File: src/rtl/hazard_ctrl_if.sv
// rtl/hazard_ctrl_if.sv - pipeline-side signal bundle for hazard_ctrl (perf ports under HAZARD_PERF_CNT_EN)
interface hazard_ctrl_if
`ifdef HAZARD_PERF_CNT_EN
    #(parameter int PERF_W = 32)
`endif
    ;

    logic [4:0] Rs1_D;
    logic [4:0] Rs2_D;
    logic [4:0] Rs1_E;
    logic [4:0] Rs2_E;
    logic [4:0] Rd_E;
    logic [4:0] Rd_M;
    logic [4:0] Rd_W;
    logic       RegWrite_M;
    logic       RegWrite_W;
    logic [1:0] ResultSrc_E;
    logic       PCSrc_E;
    logic       MemReq_M;
    logic       MemReady_M;
    logic       ErrClr;

    logic       Stall_F;
    logic       Stall_D;
    logic       Stall_E;
    logic       Stall_M;
    logic       Flush_D;
    logic       Flush_E;
    logic       Flush_W;
    logic [1:0] ForwardA_E;
    logic [1:0] ForwardB_E;
    logic       MemErr;

`ifdef HAZARD_PERF_CNT_EN
    logic [PERF_W-1:0] LuStallCnt;
    logic [PERF_W-1:0] MemStallCnt;
    logic [PERF_W-1:0] FlushCnt;
`endif

    // Pipeline side: drives register ids and status, receives control.
    modport master (
        output Rs1_D, Rs2_D, Rs1_E, Rs2_E, Rd_E, Rd_M, Rd_W,
        output RegWrite_M, RegWrite_W, ResultSrc_E, PCSrc_E,
        output MemReq_M, MemReady_M, ErrClr,
        input  Stall_F, Stall_D, Stall_E, Stall_M,
        input  Flush_D, Flush_E, Flush_W,
        input  ForwardA_E, ForwardB_E, MemErr
`ifdef HAZARD_PERF_CNT_EN
        , input LuStallCnt, MemStallCnt, FlushCnt
`endif
    );

    // Hazard controller side.
    modport slave (
        input  Rs1_D, Rs2_D, Rs1_E, Rs2_E, Rd_E, Rd_M, Rd_W,
        input  RegWrite_M, RegWrite_W, ResultSrc_E, PCSrc_E,
        input  MemReq_M, MemReady_M, ErrClr,
        output Stall_F, Stall_D, Stall_E, Stall_M,
        output Flush_D, Flush_E, Flush_W,
        output ForwardA_E, ForwardB_E, MemErr
`ifdef HAZARD_PERF_CNT_EN
        , output LuStallCnt, MemStallCnt, FlushCnt
`endif
    );

endinterface

File: src/rtl/hazard_ctrl.sv
// rtl/hazard_ctrl.sv - 5-stage pipeline hazard controller with memory-wait FSM (perf counters under HAZARD_PERF_CNT_EN)
module hazard_ctrl #(
    parameter int TIMEOUT = 16,
    parameter int TO_W    = 5
`ifdef HAZARD_PERF_CNT_EN
    , parameter int PERF_W = 32
`endif
) (
    input  logic         clk,
    input  logic         reset,
    hazard_ctrl_if.slave hif
);

    typedef enum logic [1:0] {
        RUN      = 2'd0,
        MEM_WAIT = 2'd1,
        ERR      = 2'd2
    } state_t;

    state_t          state;
    logic [TO_W-1:0] wait_cnt;
    logic            mem_err;

    logic            lu;
    logic            mw;
    logic            run_rules;
    logic            freeze;
    logic            branch_flush;
    logic            lu_stall;
    logic [1:0]      fwd_a;
    logic [1:0]      fwd_b;

    // Operand forwarding: the younger result in M wins over W; x0 is never forwarded.
    always_comb begin
        fwd_a = 2'b00;
        fwd_b = 2'b00;
        if (hif.RegWrite_M && hif.Rd_M != 5'd0 && hif.Rd_M == hif.Rs1_E)
            fwd_a = 2'b10;
        else if (hif.RegWrite_W && hif.Rd_W != 5'd0 && hif.Rd_W == hif.Rs1_E)
            fwd_a = 2'b01;
        if (hif.RegWrite_M && hif.Rd_M != 5'd0 && hif.Rd_M == hif.Rs2_E)
            fwd_b = 2'b10;
        else if (hif.RegWrite_W && hif.Rd_W != 5'd0 && hif.Rd_W == hif.Rs2_E)
            fwd_b = 2'b01;
    end

    // Mealy stall/flush decode; a completing wait falls straight through to the RUN rules.
    always_comb begin
        lu = (hif.ResultSrc_E == 2'b01) && (hif.Rd_E != 5'd0) &&
             ((hif.Rd_E == hif.Rs1_D) || (hif.Rd_E == hif.Rs2_D));
        mw = hif.MemReq_M && !hif.MemReady_M;
        run_rules    = (state == RUN) || ((state == MEM_WAIT) && hif.MemReady_M);
        freeze       = 1'b0;
        branch_flush = 1'b0;
        lu_stall     = 1'b0;
        if (run_rules) begin
            if (mw)
                freeze = 1'b1;
            else if (hif.PCSrc_E)
                branch_flush = 1'b1;
            else if (lu)
                lu_stall = 1'b1;
        end else begin
            freeze = 1'b1;
        end
    end

    assign hif.Stall_F    = freeze | lu_stall;
    assign hif.Stall_D    = freeze | lu_stall;
    assign hif.Stall_E    = freeze;
    assign hif.Stall_M    = freeze;
    assign hif.Flush_D    = branch_flush;
    assign hif.Flush_E    = branch_flush | lu_stall;
    assign hif.Flush_W    = freeze;
    assign hif.ForwardA_E = fwd_a;
    assign hif.ForwardB_E = fwd_b;
    assign hif.MemErr     = mem_err;

    // Memory-wait FSM with timeout watchdog and sticky error flag.
    always_ff @(posedge clk or posedge reset) begin
        if (reset) begin
            state    <= RUN;
            wait_cnt <= '0;
            mem_err  <= 1'b0;
        end else begin
            case (state)
                RUN: begin
                    if (mw) begin
                        state    <= MEM_WAIT;
                        wait_cnt <= TO_W'(1);
                    end
                end
                MEM_WAIT: begin
                    if (hif.MemReady_M) begin
                        state    <= RUN;
                        wait_cnt <= '0;
                    end else if (wait_cnt == TO_W'(TIMEOUT - 1)) begin
                        state   <= ERR;
                        mem_err <= 1'b1;
                    end else begin
                        wait_cnt <= wait_cnt + TO_W'(1);
                    end
                end
                ERR: begin
                    if (hif.ErrClr) begin
                        state    <= RUN;
                        wait_cnt <= '0;
                        mem_err  <= 1'b0;
                    end
                end
                default: begin
                    state    <= RUN;
                    wait_cnt <= '0;
                end
            endcase
        end
    end

`ifdef HAZARD_PERF_CNT_EN
    logic [PERF_W-1:0] lu_cnt;
    logic [PERF_W-1:0] mem_cnt;
    logic [PERF_W-1:0] flush_cnt;

    // Saturating event counters for load-use stalls, memory-stall cycles and branch flushes.
    always_ff @(posedge clk or posedge reset) begin
        if (reset) begin
            lu_cnt    <= '0;
            mem_cnt   <= '0;
            flush_cnt <= '0;
        end else begin
            if (lu_stall && lu_cnt != '1)
                lu_cnt <= lu_cnt + PERF_W'(1);
            if (freeze && mem_cnt != '1)
                mem_cnt <= mem_cnt + PERF_W'(1);
            if (branch_flush && flush_cnt != '1)
                flush_cnt <= flush_cnt + PERF_W'(1);
        end
    end

    assign hif.LuStallCnt  = lu_cnt;
    assign hif.MemStallCnt = mem_cnt;
    assign hif.FlushCnt    = flush_cnt;
`endif

endmodule

File: src/flat_wrapper.sv
// flat-port wrapper written by rule: the top's interface ports become plain ports
module hazard_ctrl_flat 
#(
    parameter int TIMEOUT = 16,
    parameter int TO_W    = 5

)
  (clk, reset, hif_Rs1_D, hif_Rs2_D, hif_Rs1_E, hif_Rs2_E, hif_Rd_E, hif_Rd_M, hif_Rd_W, hif_RegWrite_M, hif_RegWrite_W, hif_ResultSrc_E, hif_PCSrc_E, hif_MemReq_M, hif_MemReady_M, hif_ErrClr, hif_Stall_F, hif_Stall_D, hif_Stall_E, hif_Stall_M, hif_Flush_D, hif_Flush_E, hif_Flush_W, hif_ForwardA_E, hif_ForwardB_E, hif_MemErr);
  hazard_ctrl_if hif_i ();
  input  logic clk;
  input  logic reset;
  input wire logic [$bits(hif_i.Rs1_D)-1:0] hif_Rs1_D;
  input wire logic [$bits(hif_i.Rs2_D)-1:0] hif_Rs2_D;
  input wire logic [$bits(hif_i.Rs1_E)-1:0] hif_Rs1_E;
  input wire logic [$bits(hif_i.Rs2_E)-1:0] hif_Rs2_E;
  input wire logic [$bits(hif_i.Rd_E)-1:0] hif_Rd_E;
  input wire logic [$bits(hif_i.Rd_M)-1:0] hif_Rd_M;
  input wire logic [$bits(hif_i.Rd_W)-1:0] hif_Rd_W;
  input wire logic [$bits(hif_i.RegWrite_M)-1:0] hif_RegWrite_M;
  input wire logic [$bits(hif_i.RegWrite_W)-1:0] hif_RegWrite_W;
  input wire logic [$bits(hif_i.ResultSrc_E)-1:0] hif_ResultSrc_E;
  input wire logic [$bits(hif_i.PCSrc_E)-1:0] hif_PCSrc_E;
  input wire logic [$bits(hif_i.MemReq_M)-1:0] hif_MemReq_M;
  input wire logic [$bits(hif_i.MemReady_M)-1:0] hif_MemReady_M;
  input wire logic [$bits(hif_i.ErrClr)-1:0] hif_ErrClr;
  output wire logic [$bits(hif_i.Stall_F)-1:0] hif_Stall_F;
  output wire logic [$bits(hif_i.Stall_D)-1:0] hif_Stall_D;
  output wire logic [$bits(hif_i.Stall_E)-1:0] hif_Stall_E;
  output wire logic [$bits(hif_i.Stall_M)-1:0] hif_Stall_M;
  output wire logic [$bits(hif_i.Flush_D)-1:0] hif_Flush_D;
  output wire logic [$bits(hif_i.Flush_E)-1:0] hif_Flush_E;
  output wire logic [$bits(hif_i.Flush_W)-1:0] hif_Flush_W;
  output wire logic [$bits(hif_i.ForwardA_E)-1:0] hif_ForwardA_E;
  output wire logic [$bits(hif_i.ForwardB_E)-1:0] hif_ForwardB_E;
  output wire logic [$bits(hif_i.MemErr)-1:0] hif_MemErr;
  assign hif_i.Rs1_D = hif_Rs1_D;
  assign hif_i.Rs2_D = hif_Rs2_D;
  assign hif_i.Rs1_E = hif_Rs1_E;
  assign hif_i.Rs2_E = hif_Rs2_E;
  assign hif_i.Rd_E = hif_Rd_E;
  assign hif_i.Rd_M = hif_Rd_M;
  assign hif_i.Rd_W = hif_Rd_W;
  assign hif_i.RegWrite_M = hif_RegWrite_M;
  assign hif_i.RegWrite_W = hif_RegWrite_W;
  assign hif_i.ResultSrc_E = hif_ResultSrc_E;
  assign hif_i.PCSrc_E = hif_PCSrc_E;
  assign hif_i.MemReq_M = hif_MemReq_M;
  assign hif_i.MemReady_M = hif_MemReady_M;
  assign hif_i.ErrClr = hif_ErrClr;
  assign hif_Stall_F = hif_i.Stall_F;
  assign hif_Stall_D = hif_i.Stall_D;
  assign hif_Stall_E = hif_i.Stall_E;
  assign hif_Stall_M = hif_i.Stall_M;
  assign hif_Flush_D = hif_i.Flush_D;
  assign hif_Flush_E = hif_i.Flush_E;
  assign hif_Flush_W = hif_i.Flush_W;
  assign hif_ForwardA_E = hif_i.ForwardA_E;
  assign hif_ForwardB_E = hif_i.ForwardB_E;
  assign hif_MemErr = hif_i.MemErr;
  hazard_ctrl #(.TIMEOUT(TIMEOUT), .TO_W(TO_W)) u_core (.clk(clk), .reset(reset), .hif(hif_i));
endmodule
File: config.mk
export PLATFORM = sky130hd
export DESIGN_NAME = hazard_ctrl_flat
export DESIGN_NICKNAME = d
export VERILOG_FILES = /design/src/rtl/hazard_ctrl_if.sv /design/src/rtl/hazard_ctrl.sv /design/src/flat_wrapper.sv
export SDC_FILE = /design/constraint.sdc
export NUM_CORES = 1
export LEC_CHECK = 0
export ABC_AREA = 1
export CAP_MARGIN = 10
export CORE_UTILIZATION = 41
export CTS_BUF_LIST = sky130_fd_sc_hd__clkbuf_16
export DETAILED_ROUTE_END_ITERATION = 10
export GPL_ROUTABILITY_DRIVEN = 0
export PLACE_DENSITY = 0.89
export SETUP_SLACK_MARGIN = 0.5
export SLEW_MARGIN = 20
export SYNTH_ARGS = -nofsm -noshare
export SYNTH_HDL_FRONTEND = slang
export SYNTH_SLANG_ARGS = --single-unit
File: constraint.sdc
create_clock -name clk -period 2.7 [get_ports clk]
set_input_delay 0.27 -clock clk [delete_from_list [all_inputs] [get_ports clk]]
set_output_delay 0.27 -clock clk [all_outputs]
set_load 0.005 [all_outputs]
==> flow_metrics.tcl <==
set metrics [dict create \
    groute.layer.met1.usage 0.240 \
    cts_tree "yes" \
    drv_cap 0 \
    max_slew_margin 0.818 \
    worstSetupStartpointType "input pin" \
    synthesis.area_um2 1010 \
    yosysWarnings 0 \
    switchingPower_mw 0.304 \
    fin_crit_ps 2110 \
    cp_max_fo 3 \
    fin_nets 267 \
    end_kind "primary output" \
    r2r_cells 8 \
    drt-pass1-iter-count 4 \
    numCtsBuffers 3 \
    p_comb_frac 0.521 \
    fin_crit_sh 0.780 \
    grt_pass1_vias 1044 \
    antenna_cells 0 \
    drive_gt1_frac 0.115 \
    synth-seq-area-share 0.198 \
    synth_cell_types 21 \
    critPathKind "input pin to primary output" \
    wl_per_cell_um 11.4 \
    grt_pass1_wl_um 4260 \
    vias_per_cell 4.59 \
    synthCells 162 \
    worst_ep_required_time_ps 2430 \
    grt_use_total 0.214 \
    cts_root_buf "clkbuf_16" \
    die_h_um 51.6 \
    cts_sinks 8 \
    grt_overflow_total 0 \
    fmax_ghz 0.475 \
    place.detailed.hpwl_um 2260 \
    power_frac_clock 0.274 \
    worstMarginPinSlew_ps 272 \
    die-area_um2 2670 \
    dp_cells 243 \
    io_pins 57 \
    fin_skew_ps 0.467 \
    rows 17 \
    r2r_setup_slack_ps 1120 \
    hold_class "input pin to async pin" \
    clk_pin_slew_ps 30 \
    rsz0062_at_grt "no" \
    start_util 0.444 \
    gr-usage-met3 0.0351 \
    hold_buffers 0 \
    swShare 0.348 \
    p_total_mw 0.875 \
    r2r_start "u_core.wait_cnt[0]$_DFFE_PP0P_" \
    antenna_found_initial 0 \
    core-area_um2 2280 \
    p_leak_nw 0.836 \
    status "complete, no violations" \
    p_int_mw 0.571 \
    area_growth_pct 68.5 \
    ant_nets 0 \
    hold_violations 0 \
    grt_busiest_layer "met2" \
    pwr_density_cell_nw_per_um2 514 \
    syn_nets 209 \
    grt_max_degree 9 \
    fillers 162 \
    arrival_ps 1840 \
    ys_seq_elements 8 \
    pwr-share-seq 0.206 \
    drt_iter0_drc 26 \
    totalWireLength_um 2810 \
    vdd_drop_max_uv 784 \
    slew_violations 0 \
    clock_latency_ps 230 \
    vias 1128 \
    r2r-end "u_core.wait_cnt[4]$_DFFE_PP0P_" \
    finalSetupViolations 0 \
    drc 0 \
    io_buffer_count 56 \
    final_cells 246 \
    finalSetupTns_ps 0 \
    chipWidth_um 51.6 \
    cts.path.max_buffers 2 \
    htree_levels 1 \
    avgSynthCellArea_um2 6.23 \
    use_met2 0.392 \
]
[critical path: stages]
cell and delay [ps]:
clkdlybuf4s50_1 550, nor2_1 80, nand3b_1 80, nand2_1 110, nor3_2 210, clkdlybuf4s50_1 530
[per-layer routing]
metal	up-vias	part of all wire
li1	603	-
met1	490	0.43
met2	31	0.52
met3	4	0.045
met4	0	0.0064
met5	-	0
[layout by cell type (no fill, tap or decap), drive strengths merged]
| master | count |
|---|---|
| nand2 | 49 |
| o22ai | 1 |
| nor3 | 6 |
| xor2 | 6 |
| xnor2 | 16 |
| a21oi | 2 |
| nand3b | 1 |
| dlymetal6s2s | 6 |
| o21ai | 2 |
| ha | 2 |
| clkdlybuf4s50 | 50 |
| dfrtp | 8 |
| nand3 | 10 |
| inv | 24 |
| nor2 | 31 |
| a31oi | 1 |
| clkbuf | 3 |
[per-stage QoR]
stage	area, um^2	utilization	hold WS, ps	worst slack (ps)
after detailed placement	1580	0.695	508	509
after CTS	1660	0.728	279	508
after floorplan	1010	-	85.7	1300
final	1700	0.748	276	594
after global placement	1580	0.695	484	547
after global routing	1700	0.748	321	502
[how the worst max path moves through the flow]
stage / start / end / cells after the start
global route: u_core.state[1]$_DFFE_PP0P_ / hif_Stall_D / 8
global placement: hif_MemReady_M / hif_Stall_D / 10
finish: hif_Rd_M[4] / hif_ForwardB_E[1] / 6
detailed placement: hif_MemReady_M / hif_Stall_D / 10
CTS: hif_MemReady_M / hif_Stall_D / 10
floorplan: u_core.wait_cnt[0]$_DFFE_PP0P_ / u_core.wait_cnt[2]$_DFFE_PP0P_ / 9
[cell families after synthesis]
logic type               count (synthesis)  synth area share
adder cells (fa/ha/maj)                  2            0.0248
AO/OA/AOI/OAI                            6            0.0397
AND/OR/NAND/NOR                         97             0.435
buffers and inverters                   27             0.112
flip-flops                               8             0.198
XOR/XNOR                                22             0.191
[power groups by stage]
stage / logic [mW] / clock network, mW / registers (mW)
after floorplan: 0.260 / 0 / 0.169
after global placement: 0.425 / 0 / 0.172
after detailed placement: 0.441 / 0 / 0.175
after CTS: 0.444 / 0.243 / 0.174
after global routing: 0.503 / 0.250 / 0.182
final: 0.456 / 0.240 / 0.180
[cell type report]
type	count	area, um^2	share of cell area
inverters	24	90.1	0.0529
multi-input cells	127	724	0.426
repair buffers	56	576	0.338
well taps	28	35.0	0.0206
clock buffers	3	75.1	0.0441
flip-flops and latches	8	201	0.118
[synthesized netlist by cell type]
cell type | count | area, um^2
dfrtp_1 | 8 | 200
nor2_4 | 1 | 11.3
xor2_1 | 6 | 52.6
inv_2 | 1 | 3.75
nand2_2 | 4 | 25.0
o22ai_1 | 1 | 6.26
buf_4 | 3 | 22.5
nand2_1 | 44 | 165
nor3_1 | 5 | 25.0
o21ai_0 | 2 | 10.0
nor3_4 | 1 | 16.3
nor2_1 | 24 | 90.1
inv_1 | 23 | 86.3
a31oi_1 | 1 | 6.26
a21oi_2 | 2 | 17.5
nor2_2 | 6 | 37.5
nand2_4 | 1 | 11.3
xnor2_1 | 16 | 140
nand3b_1 | 1 | 7.51
ha_1 | 2 | 25.0
nand3_1 | 10 | 50.1
[registers in the layout (all words and copies together) (netlist names)]
register,cells
u_core.wait_cnt,5
u_core.hif.MemErr,1
u_core.state,2
[repair_timing]
item / in CTS / in global routing
resized for setup: 0 / 14
setup buffers: 0 / 0
setup endpoints to repair: 0 / 7
endpoints found under the hold margin: 0 / 0
(Power assumes the default switching activity.)
